`src/rtl/ym_bus_writer.sv`:
```
// YM register-write bus initiator: queues (chip, port, reg, data) commands in a FIFO and
// replays each as an address-write cycle followed by a data-write cycle on cs/addr/din/wr_n.
module ym_bus_writer #(
    parameter int FIFO_DEPTH = 16,
    parameter int SETUP_CYC  = 2,
    parameter int STROBE_CYC = 4,
    parameter int HOLD_CYC   = 2,
    parameter int ADDR_WAIT  = 102,
    parameter int DATA_WAIT  = 498
) (
    input  logic       clk,
    input  logic       rst,
    input  logic       cmd_valid,
    output logic       cmd_ready,
    input  logic [5:0] cmd_chip,
    input  logic       cmd_port,
    input  logic [7:0] cmd_reg,
    input  logic [7:0] cmd_data,
    output logic [5:0] cs,
    output logic [1:0] addr,
    output logic [7:0] din,
    output logic       wr_n,
    output logic       busy
);

    localparam int MAX_SS = (SETUP_CYC > STROBE_CYC) ? SETUP_CYC : STROBE_CYC;
    localparam int MAX_SH = (MAX_SS > HOLD_CYC) ? MAX_SS : HOLD_CYC;
    localparam int MAX_SA = (MAX_SH > ADDR_WAIT) ? MAX_SH : ADDR_WAIT;
    localparam int MAX_P  = (MAX_SA > DATA_WAIT) ? MAX_SA : DATA_WAIT;
    localparam int CNT_W  = $clog2(MAX_P) + 1;
    localparam int PTR_W  = $clog2(FIFO_DEPTH);
    localparam int ENTRY_W = 23;

    localparam logic [CNT_W-1:0] CNT_ZERO  = CNT_W'(0);
    localparam logic [CNT_W-1:0] LD_SETUP  = CNT_W'(SETUP_CYC - 1);
    localparam logic [CNT_W-1:0] LD_STROBE = CNT_W'(STROBE_CYC - 1);
    localparam logic [CNT_W-1:0] LD_HOLD   = CNT_W'(HOLD_CYC - 1);
    localparam logic [CNT_W-1:0] LD_AWAIT  = CNT_W'(ADDR_WAIT - 1);
    localparam logic [CNT_W-1:0] LD_DWAIT  = CNT_W'(DATA_WAIT - 1);
    localparam logic [PTR_W:0]   CNT_FULL  = (PTR_W+1)'(FIFO_DEPTH);
    localparam logic [PTR_W:0]   CNT_EMPTY = (PTR_W+1)'(0);

    typedef enum logic [3:0] {
        IDLE, A_SETUP, A_STROBE, A_HOLD, A_WAIT, D_SETUP, D_STROBE, D_HOLD, D_WAIT
    } state_t;

    logic [ENTRY_W-1:0] mem_r [FIFO_DEPTH];
    logic [PTR_W-1:0]   wr_ptr_r, rd_ptr_r;
    logic [PTR_W:0]     count_r, count_next_s;
    logic               cmd_ready_r, busy_r;

    state_t             state_r;
    logic [CNT_W-1:0]   cnt_r;
    logic [5:0]         chip_r;
    logic               port_r;
    logic [7:0]         reg_r, data_r;
    logic [5:0]         cs_r;
    logic [1:0]         addr_r;
    logic [7:0]         din_r;
    logic               wr_n_r;

    logic               push_s, pop_s, start_s, fsm_idle_next_s, cnt_done_s;
    logic [5:0]         head_chip_s;
    logic               head_port_s;
    logic [7:0]         head_reg_s, head_data_s;

    assign {head_chip_s, head_port_s, head_reg_s, head_data_s} = mem_r[rd_ptr_r];

    // Handshake, pop decision and the FSM's next-idle prediction feeding the registered busy.
    always_comb begin
        push_s          = cmd_valid & cmd_ready_r;
        cnt_done_s      = (cnt_r == CNT_ZERO);
        pop_s           = 1'b0;
        fsm_idle_next_s = 1'b0;
        if (count_r != CNT_EMPTY) begin
            if (state_r == IDLE) begin
                pop_s = 1'b1;
            end else if ((state_r == D_WAIT) && cnt_done_s) begin
                pop_s = 1'b1;
            end else begin
                pop_s = 1'b0;
            end
        end else begin
            pop_s = 1'b0;
        end
        start_s = pop_s && (head_chip_s != 6'd0);
        if (state_r == IDLE) begin
            fsm_idle_next_s = !start_s;
        end else if ((state_r == D_WAIT) && cnt_done_s) begin
            fsm_idle_next_s = !start_s;
        end else begin
            fsm_idle_next_s = 1'b0;
        end
        count_next_s = count_r + (PTR_W+1)'(push_s) - (PTR_W+1)'(pop_s);
    end

    // FIFO storage; contents need no reset because the pointers gate every read.
    always_ff @(posedge clk) begin
        if (push_s) begin
            mem_r[wr_ptr_r] <= {cmd_chip, cmd_port, cmd_reg, cmd_data};
        end
    end

    // FIFO pointers, occupancy and the registered ready/busy flags.
    always_ff @(posedge clk) begin
        if (rst) begin
            wr_ptr_r    <= PTR_W'(0);
            rd_ptr_r    <= PTR_W'(0);
            count_r     <= CNT_EMPTY;
            cmd_ready_r <= 1'b1;
            busy_r      <= 1'b0;
        end else begin
            if (push_s) wr_ptr_r <= wr_ptr_r + PTR_W'(1);
            if (pop_s)  rd_ptr_r <= rd_ptr_r + PTR_W'(1);
            count_r     <= count_next_s;
            cmd_ready_r <= (count_next_s != CNT_FULL);
            busy_r      <= (count_next_s != CNT_EMPTY) || !fsm_idle_next_s;
        end
    end

    // Bus sequencer: each state loads the shared down-counter on entry and drives registered bus values.
    always_ff @(posedge clk) begin
        if (rst) begin
            state_r <= IDLE;
            cnt_r   <= CNT_ZERO;
            chip_r  <= 6'd0;
            port_r  <= 1'b0;
            reg_r   <= 8'd0;
            data_r  <= 8'd0;
            cs_r    <= 6'd0;
            addr_r  <= 2'd0;
            din_r   <= 8'd0;
            wr_n_r  <= 1'b1;
        end else begin
            case (state_r)
                IDLE: begin
                    if (start_s) begin
                        chip_r  <= head_chip_s;
                        port_r  <= head_port_s;
                        reg_r   <= head_reg_s;
                        data_r  <= head_data_s;
                        cs_r    <= head_chip_s;
                        addr_r  <= {head_port_s, 1'b0};
                        din_r   <= head_reg_s;
                        wr_n_r  <= 1'b1;
                        cnt_r   <= LD_SETUP;
                        state_r <= A_SETUP;
                    end
                end
                A_SETUP: begin
                    if (cnt_done_s) begin
                        wr_n_r  <= 1'b0;
                        cnt_r   <= LD_STROBE;
                        state_r <= A_STROBE;
                    end else begin
                        cnt_r <= cnt_r - CNT_W'(1);
                    end
                end
                A_STROBE: begin
                    if (cnt_done_s) begin
                        wr_n_r  <= 1'b1;
                        cnt_r   <= LD_HOLD;
                        state_r <= A_HOLD;
                    end else begin
                        cnt_r <= cnt_r - CNT_W'(1);
                    end
                end
                A_HOLD: begin
                    if (cnt_done_s) begin
                        cs_r    <= 6'd0;
                        addr_r  <= 2'd0;
                        din_r   <= 8'd0;
                        cnt_r   <= LD_AWAIT;
                        state_r <= A_WAIT;
                    end else begin
                        cnt_r <= cnt_r - CNT_W'(1);
                    end
                end
                A_WAIT: begin
                    if (cnt_done_s) begin
                        cs_r    <= chip_r;
                        addr_r  <= {port_r, 1'b1};
                        din_r   <= data_r;
                        cnt_r   <= LD_SETUP;
                        state_r <= D_SETUP;
                    end else begin
                        cnt_r <= cnt_r - CNT_W'(1);
                    end
                end
                D_SETUP: begin
                    if (cnt_done_s) begin
                        wr_n_r  <= 1'b0;
                        cnt_r   <= LD_STROBE;
                        state_r <= D_STROBE;
                    end else begin
                        cnt_r <= cnt_r - CNT_W'(1);
                    end
                end
                D_STROBE: begin
                    if (cnt_done_s) begin
                        wr_n_r  <= 1'b1;
                        cnt_r   <= LD_HOLD;
                        state_r <= D_HOLD;
                    end else begin
                        cnt_r <= cnt_r - CNT_W'(1);
                    end
                end
                D_HOLD: begin
                    if (cnt_done_s) begin
                        cs_r    <= 6'd0;
                        addr_r  <= 2'd0;
                        din_r   <= 8'd0;
                        cnt_r   <= LD_DWAIT;
                        state_r <= D_WAIT;
                    end else begin
                        cnt_r <= cnt_r - CNT_W'(1);
                    end
                end
                D_WAIT: begin
                    // Queued work chains straight into the next address setup without an IDLE cycle.
                    if (cnt_done_s) begin
                        if (start_s) begin
                            chip_r  <= head_chip_s;
                            port_r  <= head_port_s;
                            reg_r   <= head_reg_s;
                            data_r  <= head_data_s;
                            cs_r    <= head_chip_s;
                            addr_r  <= {head_port_s, 1'b0};
                            din_r   <= head_reg_s;
                            wr_n_r  <= 1'b1;
                            cnt_r   <= LD_SETUP;
                            state_r <= A_SETUP;
                        end else begin
                            state_r <= IDLE;
                        end
                    end else begin
                        cnt_r <= cnt_r - CNT_W'(1);
                    end
                end
                default: begin
                    state_r <= IDLE;
                    cnt_r   <= CNT_ZERO;
                    cs_r    <= 6'd0;
                    addr_r  <= 2'd0;
                    din_r   <= 8'd0;
                    wr_n_r  <= 1'b1;
                end
            endcase
        end
    end

    assign cmd_ready = cmd_ready_r;
    assign busy      = busy_r;
    assign cs        = cs_r;
    assign addr      = addr_r;
    assign din       = din_r;
    assign wr_n      = wr_n_r;

endmodule

```
`config.mk`:
```
export PLATFORM = sky130hd
export DESIGN_NAME = ym_bus_writer
export DESIGN_NICKNAME = d
export VERILOG_FILES = /design/src/rtl/ym_bus_writer.sv
export SDC_FILE = /design/constraint.sdc
export NUM_CORES = 1
export LEC_CHECK = 0
export ABC_AREA = 0
export CAP_MARGIN = 10
export CORE_MARGIN = 1.5
export CORE_UTILIZATION = 57
export CTS_BUF_LIST = sky130_fd_sc_hd__clkbuf_8
export CTS_CLUSTER_SIZE = 25
export DETAILED_ROUTE_END_ITERATION = 8
export GPL_TIMING_DRIVEN = 0
export PLACE_DENSITY = 0.74
export SYNTH_ARGS = -nofsm -noshare
export SYNTH_HDL_FRONTEND = slang
export SYNTH_SLANG_ARGS = --single-unit
```
`constraint.sdc`:
```
create_clock -name clk -period 6.9 [get_ports clk]
set_input_delay 1.035 -clock clk [delete_from_list [all_inputs] [get_ports clk]]
set_output_delay 1.035 -clock clk [all_outputs]
set_load 0.005 [all_outputs]
```
---- After elaboration in Yosys (flattened, before gate mapping) ----
Memory sizes are Yosys's and may differ from the RTL's. A register that Yosys moved wholly into a read port is not among the register bits.
Index checks and enable logic that the tools add are counted.
operators by class
  add/subtract/negate cells ............... 5
  mux-type cells .......................... 56
  reduce and logical (&&, ||, !) cells .... 21
  equal/unequal tests ..................... 21
  bitwise gates (word level) .............. 3
operators by type and width
  operator                                                               count
  10-bit two-way mux                                                     6
  10-bit one-hot mux with 6 select lines                                 1
  8-bit two-way mux                                                      6
  4-bit two-way mux                                                      11
  8-bit one-hot mux with 5 select lines                                  1
  6-bit two-way mux                                                      6
  4-bit one-hot mux with 9 select lines                                  1
  6-bit one-hot mux with 5 select lines                                  1
  2-bit != test, second input constant                                   9
  4-bit by 3-bit equality test with 1-bit output, second input constant  4
  8-bit one-hot mux with 2 select lines                                  1
  1-bit two-way mux                                                      14
  6-bit one-hot mux with 2 select lines                                  1
  10-bit zero test                                                       1
  2-bit one-hot mux with 5 select lines                                  1
  5-bit nonzero test                                                     2
  10-bit by 1-bit subtractor with 10-bit output, second input constant   1
  9-bit AND reduction                                                    1
  4-bit by 1-bit adder with 4-bit output, second input constant          2
  4-bit by 2-bit equality test with 1-bit output, second input constant  2
  2-bit two-way mux                                                      4
  4-bit AND reduction                                                    2
  2-bit by 1-bit != test with 1-bit output, second input constant        3
  6-bit nonzero test                                                     1
  18 further kinds                                                       24
word-level totals
  word-level logic and storage cells ...... 121
  bits in writable memories ............... 368
  bits in registers ....................... 61
  input bits .............................. 26
  memories ................................ 1
memory list
  name   depth  width  rd ports  clocked after memory_dff  wr ports  RTL line  source
  mem_r  16     23     1         1                         1         47        logic [ENTRY_W-1:0] mem_r [FIFO_DEPTH];

---- Depth between registers and ports, before layout ----
  word-level depth ........................ 11
  mapped depth ............................ 18
  mapped depth without buffers ............ 17

---- Worst setup path after synthesis ----
Ideal clock, no wire load.
  path type ............................... input-to-reg
  from .................................... in cmd_valid
  to ...................................... mem mem_r[3][0] (enable)
  data required time ...................... 6468 ps
  arrival time ............................ 3162 ps
  stages .................................. 4
  path slack .............................. 3307 ps
  cell sequence ........................... and2_1 -> clkbuf_1 -> nand2_1 -> nor3_1
on the way
  longest elaborated chain between the ends .. 3
ends and longest elaborated chain
  element                                  RTL line  source
  from (decl)                              13        input logic cmd_valid,
  1-bit bitwise AND                        71        push_s = cmd_valid & cmd_ready_r;
  1-bit two-way mux                        99        if (push_s) begin
  1-bit two-way mux (not written as such)  100       mem_r[wr_ptr_r] <= {cmd_chip, cmd_port, cmd_reg, cmd_data};
  to (decl)                                47
No other way between the ends.

---- Worst setup path in the final report ----
  from .................................... reg cnt_r[2]
  to ...................................... reg busy_r, in the netlist busy
on the way
  longest elaborated chain between the ends .. 11
ends and longest elaborated chain
  element                                                                                              RTL line  source
  from (decl)                                                                                          53        logic [CNT_W-1:0] cnt_r;
  from (signal assigned)                                                                               156       cnt_r <= cnt_r - CNT_W'(1);
  from (signal assigned)                                                                               165       cnt_r <= cnt_r - CNT_W'(1);
  from (signal assigned)                                                                               176       cnt_r <= cnt_r - CNT_W'(1);
  10-bit zero test (*)                                                                                 72        cnt_done_s = (cnt_r == CNT_ZERO);
  1-bit logical AND (*)                                                                                78, 89
  parallel branches: the longest is 8 deep, another holds 5-bit by 1-bit subtractor with 5-bit output  -
  1-bit logical OR (*)                                                                                 117       busy_r <= (count_next_s != CNT_EMPTY) || !fsm_idle_next_s;
  to (signal assigned)                                                                                 117
  to (decl)                                                                                            50        logic cmd_ready_r, busy_r;
Every way passes the cells marked *.
A chain may end at the register's enable or synchronous reset.

==> results.toml <==
[global_routing]
grt_pass1_wl_um = 60000
grtUsageTotal_pct = 26.6
grt_pass1_vias = 9866
grt_use_met1_pct = 36.4
busiest_layer = "met2"
overflow = 0
grt_util_met2_pct = 43.5
grt_max_degree = 24
use_met3_pct = 4.26
antenna_found_initial = 0

[cells_and_area]
antenna_cells = 0
design_area_um2 = 20100
layout_commonest_cell = "edfxtp_1"
nFillCells = 1926
multi_input_area_um2 = 4880
area_growth_pct = 15.5
final_nets = 1154
regArea_um2 = 12400
layout_common_cells = "edfxtp_1 (368), mux4_2 (109), clkbuf_8 (74)"
drive_gt1_share_pct = 24.3

[flow_run]
timing.max_cap.violations = 0

[synthesis]
syn_inst = 977
async_reset_ff_share_pct = 0
ys.warnings.count = 0
synth_edf_count = 368
dominantRegCellSynth = "edfxtp_1"
synth.distinct_cells = 60
synth.area.top_cells = "edfxtp_1 (63%), mux4_2 (14%), dfxtp_1 (7.5%)"
synth-seq-cells = 433
syn_nets = 1016
synth_area_per_cell_um2 = 17.8
ys_seq_area_share_pct = 70.8
syn_area_um2 = 17400
yosys.area.top_type = "edfxtp_1"
synth_top_area_share_pct = 63.4

[die]
io_pins = 45
initial_utilization_pct = 58.4
fp-row-count = 63
die-height_um = 178
die_area_um2 = 31700
core_um2 = 29900
die_w_um = 178

[route]
drt_iter0_drc = 1015
viasPerCell = 6.29
routedWlPerCell_um = 25.8
drt-total-wl_um = 40100
ant_nets = 0
detail_route.first_pass.iterations = 5
drc = 0
vias = 9788

[worst_setup_path]
crit_slowest_cell = "nor3_1"
critical-path-top-delay-family = "simple AND/OR/NAND/NOR gates"
cpMostUsedCell = "nand2_1"
path_cells = "clkbuf_1 > nor4_2 > a31oi_1 > nor3_1 > clkbuf_1 > nand2_1 > nand2_1 > ha_1 > inv_1 > fa_1 > inv_1 > a21oi_1 > o21bai_1 > xnor2_1 > nand2_1 > o31a_1"
crit_required_ns = 7.37
worstSetupStartpointType = "flop"
end_kind = "flop"
worstSetupPathType = "flop to flop"
max_stage_delay_ns = 0.67
critPathBufInv = 4
critPathArrivalTime_ns = 5.13
cp_max_fo = 10
r2r_slack_ns = 2.24

[cts]
clkTransAtPathRegs_ns = 0.07
clock_latency_ns = 0.58
post_cts_buffers = 0
cts_made_buffers = 69
cts_resized = 0
cts-root-buf = "clkbuf_8"
hold_buffers = 0
tritoncts = "built"
h-tree-depth = 3
cts_sinks = 433
ctsLongestPathBuffers = 3

[outcome]
status = "completed"

[timing]
relSlewSlack_pct = 9.35
finalMaxSlewViolations = 0
worst_pin_slew_ns = 1.34
fmaxAchievable_mhz = 214
rsz0062_at_grt = "no"
fin_worst_skew_ns = 0.0205
fin_crit_sh_pct = 67.6
period_minus_slack_ns = 4.66
tns_ns = 0
hold_violations = 0
finalSetupViolCount = 0

[power]
powerDensity_nw_per_um2 = 386
p_leak_nw = 6.54
ir_drop_mv = 0.163

[placement]
gp_congestion = 0.902
port-buffer-count = 43
place_area_um2 = 18900
hpwl_um = 25700

[min_path]
worstHoldPathType = "flop to flop"
## worst paths after layout
check                           startpoint      end  cells past startpoint
worst max-delay path              cnt_r[2]     busy                     16
worst min-delay path               addr[0]  addr[0]                      2
worst max register to register    cnt_r[2]     busy                     16
worst min register to register     addr[0]  addr[0]                      2
## layout make-up
| class | instances | share of cell area [%] |
|---|---|---|
| inverter | 13 | 0.242 |
| sequential | 433 | 61.3 |
| tap | 390 | 2.42 |
| multi-input combinational | 472 | 24.2 |
| buffer | 59 | 1.34 |
| clock buffer | 74 | 5.05 |
| timing repair buffer | 67 | 4.15 |
| clock inverter | 49 | 1.28 |
## logic make-up after synthesis
kind of cell | share of synthesized area (%)
AO/OA/AOI/OAI | 4.86
XOR/XNOR | 0.854
adder cells (fa/ha/maj) | 0.976
buffers and inverters | 1.83
flip-flops | 70.8
multiplexers | 15.1
AND/OR/NAND/NOR | 5.57
## registers in the layout, summed over array words and instances, names as in the netlist, named ones only
name / flops
din: 8
wr_n: 1
count_r: 5
cnt_r: 10
cmd_ready: 1
chip_r: 6
rd_ptr_r: 4
state_r: 4
mem_r: 368
busy: 1
addr: 2
port_r: 1
cs: 6
wr_ptr_r: 4
data_r: 8
## per-layer routing
layer  wire length, um  share of wire [%]  vias up
li1                  -                  -     4247
met1             16300                 41     5017
met2             19800                 49      436
met3              2680                6.7       88
met4              1340                3.3        0
met5                 0                  0        -
## synth_stat cells, drive strengths merged, types with 12 or more instances
library cell / n
a21oi: 17
a22oi: 22
a31oi: 14
buf: 22
clkbuf: 37
dfxtp: 65
edfxtp: 368
ha: 12
inv: 12
mux4: 109
nand2: 45
nand3: 30
nor2: 51
nor2b: 17
nor3: 16
o211ai: 12
o21ai: 12
## power by group
| part | total, mW | switching [mW] | internal, mW |
|---|---|---|---|
| Clock | 2.02 | 0.985 | 1.04 |
| Combinational | 2.62 | 1.48 | 1.14 |
| Sequential | 3.13 | 0.102 | 3.03 |
## worst min-delay path, delay by kind of cell (launching register included)
kind	cells	cell delay, ns
DFF	1	0.31
and+or+nand+nor	1	0.05
muxes	1	0.06
## stage by stage
stage | utilization, % | setup slack [ns] | power [mW] | std cells | hold WS, ns
detailed placement | 63.2 | 2.39 | 5.77 | 1434 | 0.458
floorplan | - | 3.31 | 5.00 | 977 | 0.454
global placement | 61.4 | 0.430 | 5.71 | 1410 | 0.451
CTS | 67.4 | 2.35 | 7.79 | 1557 | 0.467
global route | 67.4 | 1.95 | 8.13 | 1557 | 0.488
finish | 67.4 | 2.24 | 7.77 | 1557 | 0.460
No activity file was read; power rests on OpenSTA's default activity.
